**config.mk**
```make
export PLATFORM = sky130hd
export DESIGN_NAME = mem_access_ctrl
export DESIGN_NICKNAME = d
export VERILOG_FILES = /design/src/rtl/mem_access_ctrl.sv
export SDC_FILE = /design/constraint.sdc
export NUM_CORES = 1
export LEC_CHECK = 0
export BUFFER_PORTS_ARGS = -buffer_cell sky130_fd_sc_hd__buf_2
export CAP_MARGIN = 40
export CORE_MARGIN = 4
export CORE_UTILIZATION = 35
export CTS_BUF_LIST = sky130_fd_sc_hd__clkbuf_8 sky130_fd_sc_hd__clkbuf_16
export DETAILED_ROUTE_END_ITERATION = 10
export GPL_ROUTABILITY_DRIVEN = 0
export MAX_ROUTING_LAYER = met4
export PLACE_DENSITY = 0.69
export SLEW_MARGIN = 30
export SYNTH_ARGS = -nofsm -noshare
export SYNTH_HDL_FRONTEND = slang
export SYNTH_SLANG_ARGS = --single-unit
```
**constraint.sdc**
```tcl
create_clock -name clock -period 2.47 [get_ports clock]
set_clock_uncertainty 0.05 [all_clocks]
set_input_delay 0.494 -clock clock [delete_from_list [all_inputs] [get_ports clock]]
set_output_delay 0.494 -clock clock [all_outputs]
set_load 0.02 [all_outputs]
```
**src/rtl/mem_access_ctrl.sv**
```systemverilog
// mem_access_ctrl: multi-cycle controller driving a 16-bit data memory with programmable wait states
module mem_access_ctrl #(
  parameter int WIDTH       = 16,
  parameter int ADDR_WIDTH  = 16,
  parameter int WAIT_STATES = 1
) (
  input  logic                  clock,
  input  logic                  reset_L,
  input  logic                  req_rd,
  input  logic                  req_wr,
  input  logic [ADDR_WIDTH-1:0] addr_in,
  input  logic [WIDTH-1:0]      wdata_in,
  output logic                  busy,
  output logic                  done,
  output logic                  err,
  output logic [WIDTH-1:0]      rdata,
  output logic [ADDR_WIDTH-1:0] mem_addr,
  output logic [WIDTH-1:0]      mem_datain,
  output logic                  mem_we_L,
  input  logic [WIDTH-1:0]      mem_dataout
);
  // one-hot so busy/done/we_L each decode from a single state flop
  typedef enum logic [3:0] {
    IDLE   = 4'b0001,
    WAIT   = 4'b0010,
    ACCESS = 4'b0100,
    DONE   = 4'b1000
  } state_t;
  localparam logic [3:0] WS = 4'(WAIT_STATES);
  state_t                r_state, w_next;
  logic [3:0]            r_cnt;
  logic                  r_op;
  logic                  r_err;
  logic [ADDR_WIDTH-1:0] r_mar;
  logic [WIDTH-1:0]      r_mdr;
  logic [WIDTH-1:0]      r_rdata;
  logic                  w_idle;
  logic                  w_accept;
  assign w_idle   = r_state[0];
  assign w_accept = w_idle && (req_rd ^ req_wr);
  always_ff @(posedge clock or negedge reset_L)
    if (!reset_L) r_state <= IDLE;
    else          r_state <= w_next;
  always_comb begin
    w_next = r_state;
    unique case (r_state)
      IDLE:    if (w_accept) w_next = (WS != 4'd0) ? WAIT : ACCESS;
      WAIT:    if (r_cnt <= 4'd1) w_next = ACCESS;
      ACCESS:  w_next = DONE;
      DONE:    w_next = IDLE;
      default: w_next = IDLE;
    endcase
  end
  always_ff @(posedge clock or negedge reset_L)
    if (!reset_L) begin
      r_cnt   <= '0;
      r_op    <= 1'b0;
      r_err   <= 1'b0;
      r_mar   <= '0;
      r_mdr   <= '0;
      r_rdata <= '0;
    end else begin
      r_err <= w_idle && req_rd && req_wr;
      if (w_accept) begin
        r_mar <= addr_in;
        r_op  <= req_wr;
        r_cnt <= WS;
        if (req_wr) r_mdr <= wdata_in;
      end else if (r_state == WAIT) begin
        r_cnt <= r_cnt - 4'd1;
      end
      if (r_state == ACCESS && !r_op) r_rdata <= mem_dataout;
    end
  assign busy       = ~w_idle;
  assign done       = r_state[3];
  assign err        = r_err;
  assign rdata      = r_rdata;
  assign mem_addr   = r_mar;
  assign mem_datain = r_mdr;
  assign mem_we_L   = ~(r_state[2] & r_op);
endmodule

```
==> results of run 1 <==
==> routing by layer <==
layer	routed length [um]	up-vias
met2	1990	69
met5	0	-
met4	95	0
li1	-	744
met1	1920	729
met3	447	10
==> power breakdown <==
group | total [mW] | leakage (nW) | switching, mW | internal (mW)
Sequential | 1.58 | 0.689 | 0.220 | 1.36
Combinational | 1.55 | 0.714 | 0.866 | 0.681
Clock | 0.799 | 0.101 | 0.335 | 0.464
==> synthesized netlist by cell type <==
| cell | instances | area [um^2] |
|---|---|---|
| dfrtp_1 | 57 | 1430 |
| mux2_2 | 48 | 541 |
| nand2_1 | 4 | 15.0 |
| inv_1 | 3 | 11.3 |
| o21ai_0 | 3 | 15.0 |
| or3_1 | 3 | 18.8 |
| xnor2_1 | 3 | 26.3 |
| buf_2 | 2 | 10.0 |
| buf_6 | 2 | 22.5 |
| clkbuf_1 | 2 | 7.51 |
| ha_1 | 2 | 25.0 |
| nand2b_1 | 2 | 12.5 |
| nor2_1 | 2 | 7.51 |
| nor3_1 | 2 | 10.0 |
| a21boi_1 | 1 | 7.51 |
| and3_1 | 1 | 6.26 |
| dfstp_2 | 1 | 26.3 |
| mux2i_1 | 1 | 10.0 |
| nand3b_1 | 1 | 7.51 |
| nor3b_1 | 1 | 7.51 |
| nor4_1 | 1 | 6.26 |
| nor4_4 | 1 | 21.3 |
| o211ai_1 | 1 | 7.51 |
| o22ai_1 | 1 | 6.26 |
| o32a_1 | 1 | 10.0 |
| or4b_4 | 1 | 13.8 |
==> area by class of cell <==
class | instances | area [um^2]
fill | 570 | 3270
timing repair buffer | 107 | 558
tap | 77 | 96.3
sequential | 58 | 1450
clock buffer | 13 | 179
clock inverter | 2 | 10.0
inverter | 3 | 11.3
multi-input combinational | 80 | 774
==> final timing paths <==
kind | from | endpoint | slack, ps | cells after the start
max | r_state[0] | busy | 710 | 2
min in group clock | mem_dataout[13] | rdata[13] | 350 | 2
min reg2reg | r_cnt[3] | r_state[2] | 440 | 1
min | reset_L | rdata[12] | 260 | 2
max reg2reg | r_state[3] | r_cnt[3] | 770 | 3
max in group asynchronous | reset_L | mem_addr[4] | 1640 | 2
==> cell families after synthesis <==
| family | count (synthesis) | share of synthesized area, % |
|---|---|---|
| compound gates | 7 | 2.03 |
| xor+xnor | 3 | 1.15 |
| fa+ha+maj | 2 | 1.10 |
| buf+inv | 9 | 2.25 |
| flops | 58 | 63.8 |
| mux | 49 | 24.2 |
| simple gates | 19 | 5.55 |
==> flip-flops by register name, summed over array words and instances (netlist names) <==
signal      cells
mem_datain     16
r_cnt           4
err             1
mem_addr       16
r_state         4
rdata          16
r_op            1
==> per-stage QoR <==
stage / utilization, % / total power, mW / worst slack, ps
floorplan: - / 2.62 / 707
global placement: 45.6 / 3.14 / 597
finish: 48.5 / 3.93 / 706
detailed placement: 45.6 / 3.18 / 563
CTS: 48.5 / 4.01 / 680
global route: 48.5 / 4.20 / 644
==> worst max-delay path, delay by kind of cell (launching register included) <==
kind,cells,cell delay (ps)
buffers and inverters,2,270
DFF,1,640
==> impl_metrics.json, run 1 <==
{
  "cts_resized": 0,
  "placed_area_um2": 2890,
  "period_share_pct": 71.4,
  "layout_min_cycle_time_ps": 1760,
  "slew_headroom_pct": 53.3,
  "clk_latency_ps": 320,
  "layout_commonest_cell": "buf_2",
  "peakVddDrop_mv": 0.572,
  "drtPass1Iterations": 4,
  "initial_core_util_pct": 35.9,
  "busiest_layer": "met2",
  "drv_slew": 0,
  "synth.avg_cell_area_um2": 15.5,
  "ys_warn_count": 0,
  "globalRouteOverflowTotal": 0,
  "hold_viol": 0,
  "crit_path_start_kind": "flip-flop",
  "crit_chain": "inv_1 > buf_2",
  "crit_required_ps": 1930,
  "cts_tree": "done",
  "path_max_fanout": 8,
  "ys_seq_area_share_pct": 63.8,
  "met3_usage_pct": 3.91,
  "rows": 29,
  "clk_pin_slew_worst_paths_ps": 60,
  "via_count": 1552,
  "setup_violations": 0,
  "status": "finished clean",
  "cts.sinks": 58,
  "place_inst": 325,
  "clock_path_buffers": 2,
  "ctsRootBufferMaster": "clkbuf_8",
  "ys_ff_latch": 58,
  "grt_pass1_vias": 1530,
  "drive_above_1_share_pct": 65.8,
  "area_delta_synth_final_pct": 35.3,
  "fp.dieArea_um2": 7870,
  "setup-tns-final_ps": 0,
  "setup.worst_path.class": "flip-flop to output port",
  "cap_violations": 0,
  "synthesis.area_um2": 2280,
  "ctsHoldBuffers": 0,
  "slowest_stage": "dfstp_2",
  "cts_made_buffers": 9,
  "wl_per_cell_um": 13.1,
  "core_um2": 6350,
  "diodes": 0,
  "grt_pass1_wl_um": 6950,
  "layout_common_cells": "buf_2 (103), dfrtp_1 (57), mux2_2 (48)",
  "dieWidth_um": 88.7,
  "htreeDepth": 3,
  "antenna_found_initial": 0,
  "hp-class": "input pin to asynchronous set/reset pin",
  "end_kind": "output port",
  "grt_max_degree": 59,
  "worst_slew_pin_slew_ps": 701,
  "ant_nets": 0,
  "rsz0062_at_grt": "false",
  "hold_ws_ps": 258,
  "die_h_um": 88.7,
  "drc": 0,
  "layout.cells.non_filler": 340,
  "fmax_mhz": 567,
  "use_met2_pct": 18.0,
  "grtUsageTotal_pct": 12.1,
  "drt-total-wl_um": 4450,
  "syn_nets": 201,
  "arrival_ps": 1220,
  "pin_count": 104,
  "ys_types": 26,
  "first_iter_violations": 44,
  "synthCells": 147,
  "cpPeakStageDelay_ps": 640,
  "viasPerCell": 4.56,
  "final_nets": 313,
  "final_area_um2": 3080,
  "p_per_area_nw_per_um2": 1280,
  "leakagePower_nw": 1.50,
  "io_buffers": 103,
  "postCtsSetupRepairBufs": 0,
  "hpwl_um": 3290,
  "grt.met1_usage_pct": 14.3
}
Note: power is estimated with default switching activity, not from simulation.
==> run 2: changes to the inputs <==
--- a/config.mk
+++ b/config.mk
@@ -13,7 +13,7 @@
 export DETAILED_ROUTE_END_ITERATION = 10
 export GPL_ROUTABILITY_DRIVEN = 0
 export MAX_ROUTING_LAYER = met4
-export PLACE_DENSITY = 0.69
+export PLACE_DENSITY = 0.71
 export SLEW_MARGIN = 30
 export SYNTH_ARGS = -nofsm -noshare
 export SYNTH_HDL_FRONTEND = slang
==> constraint.sdc (replaced) <==
create_clock -name clock -period 1.5 [get_ports clock]
set_clock_uncertainty 0.05 [all_clocks]
set_input_delay 0.3 -clock clock [delete_from_list [all_inputs] [get_ports clock]]
set_output_delay 0.3 -clock clock [all_outputs]
set_load 0.02 [all_outputs]
==> run 2 against run 1 <==
  * The run now ends with setup timing left
  * Non-clock buffer count is 16 higher
  * Global-route usage is 0.21 points higher
  * Largest cell class unchanged
  * Critical path depth is 1 higher
  * First-iteration DRC count is 32% lower
  * Clock power is 55% higher
  * Highest routed layer unchanged
  * Die area stayed put
  * Count of clock-buffer cells in the layout is 2 lower
  * Sequential cell count stayed put
  * Final area is 9.5% higher
  * Critical path type is now flip-flop to flip-flop
  * Sequential power is 65% higher
  * Sequential share of layout area is 4.0 points lower
==> impl_metrics.json, run 2 (synthesized netlist as in run 1, its figures left out) <==
{
  "cts_made_buffers": 9,
  "clk_latency_ps": 320,
  "setup_violations": 35,
  "cts.sinks": 58,
  "grt_pass1_wl_um": 7120,
  "initial_core_util_pct": 35.9,
  "hp-class": "input pin to flip-flop",
  "htreeDepth": 3,
  "clk_pin_slew_worst_paths_ps": 70,
  "layout_min_cycle_time_ps": 1550,
  "core_um2": 6350,
  "leakagePower_nw": 1.68,
  "grtUsageTotal_pct": 12.3,
  "layout_commonest_cell": "buf_2",
  "cts_tree": "done",
  "rows": 29,
  "pin_count": 104,
  "fmax_mhz": 645,
  "end_kind": "flip-flop",
  "placed_area_um2": 3030,
  "peakVddDrop_mv": 0.940,
  "globalRouteOverflowTotal": 0,
  "crit_path_start_kind": "flip-flop",
  "layout_common_cells": "buf_2 (102), dfrtp_1 (56), mux2_2 (32)",
  "first_iter_violations": 30,
  "antenna_found_initial": 0,
  "ctsRootBufferMaster": "clkbuf_8",
  "cap_violations": 0,
  "layout.cells.non_filler": 357,
  "status": "finished with violations",
  "p_per_area_nw_per_um2": 2050,
  "via_count": 1612,
  "violations": "setup timing",
  "io_buffers": 103,
  "fp.dieArea_um2": 7870,
  "path_max_fanout": 5,
  "diodes": 0,
  "clock_path_buffers": 2,
  "wl_per_cell_um": 13.9,
  "grt_max_degree": 59,
  "final_area_um2": 3370,
  "setup.worst_path.class": "flip-flop to flip-flop",
  "final_nets": 329,
  "arrival_ps": 1750,
  "area_delta_synth_final_pct": 48.1,
  "hpwl_um": 3320,
  "drv_slew": 0,
  "dieWidth_um": 88.7,
  "viasPerCell": 4.52,
  "drtPass1Iterations": 4,
  "ant_nets": 0,
  "rsz0062_at_grt": "true",
  "drive_above_1_share_pct": 68.6,
  "place_inst": 333,
  "die_h_um": 88.7,
  "crit_required_ps": 1700,
  "hold_viol": 0,
  "drc": 0,
  "grt_pass1_vias": 1618,
  "worst_slew_pin_slew_ps": 342,
  "period_share_pct": 103,
  "nFillCells": 562,
  "setup_slack_ps": -50.4,
  "dp_slack_ps": -81.7,
  "drt-total-wl_um": 4960,
  "slew_headroom_pct": 77.0
}
[run 2: cell count changes in the layout (fill, tap and decap cells not counted), sizes merged]
cell and delta:
dlygate4sd3 +1, buf +13, clkinv +1, inv +2
[run 2: power breakdown]
part	leakage, nW	total, mW	internal [mW]	switching (mW)
clock network	0.101	1.24	0.669	0.567
registers	0.687	2.61	2.25	0.359
logic	0.894	3.07	1.50	1.57
total	1.68	6.91	4.42	2.49
[run 2: critical path, stage by stage, from the launching register on]
cell and delay, ps:
dfrtp_2 430, or4b_4 550, or3_1 320, a21boi_1 120
[run 2: final timing paths]
path                       slack (ps)             to           start  cells after the start
max                               -50       r_cnt[3]      r_state[3]                      3
min                               150       rdata[6]  mem_dataout[6]                      2
max reg2reg                       -50       r_cnt[3]      r_state[3]                      3
min reg2reg                       450  mem_datain[2]   mem_datain[2]                      1
max in group asynchronous         630     r_state[0]         reset_L                      3
min in group asynchronous         460    mem_addr[1]         reset_L                      3
[run 2: final cells by class]
class                      count  area (um^2)  area share, %
multi-input combinational     80          857           25.4
sequential                    58         1450           43.1
timing repair buffer         123          778           23.1
inverter                       3         13.8          0.408
tap                           77         96.3           2.86
clock inverter                 5         22.5          0.668
clock buffer                  11          151           4.49
[run 2: repair_timing]
action	4_1_cts	5_1_grt
setup endpoints to repair	7	56
gates cloned	0	2
resized for setup	5	14
hold endpoints to repair	57	0
buffers inserted	2	3
hold buffers	1	0
pin swaps	1	0
[run 2: through the flow]
stage | hold slack [ps] | power (mW) | TNS [ps] | utilization, %
2_1_floorplan | -45.6 | 4.41 | -1900 | -
3_3_place_gp | 277 | 5.37 | -51.1 | 47.7
3_5_place_dp | 276 | 5.44 | -136 | 47.7
5_1_grt | 136 | 7.37 | -3410 | 53.1
6_report | 151 | 6.91 | -1030 | 53.1
4_1_cts | 133 | 6.79 | -940 | 51.1
[run 2: layer usage]
metal / vias up / wire [um] / GRT usage [%]
li1: 773 / - / -
met5: - / 0 / -
met1: 760 / 2230 / 15.1
met2: 69 / 2240 / 18.8
met3: 10 / 411 / 3.45
met4: 0 / 73 / 5.77
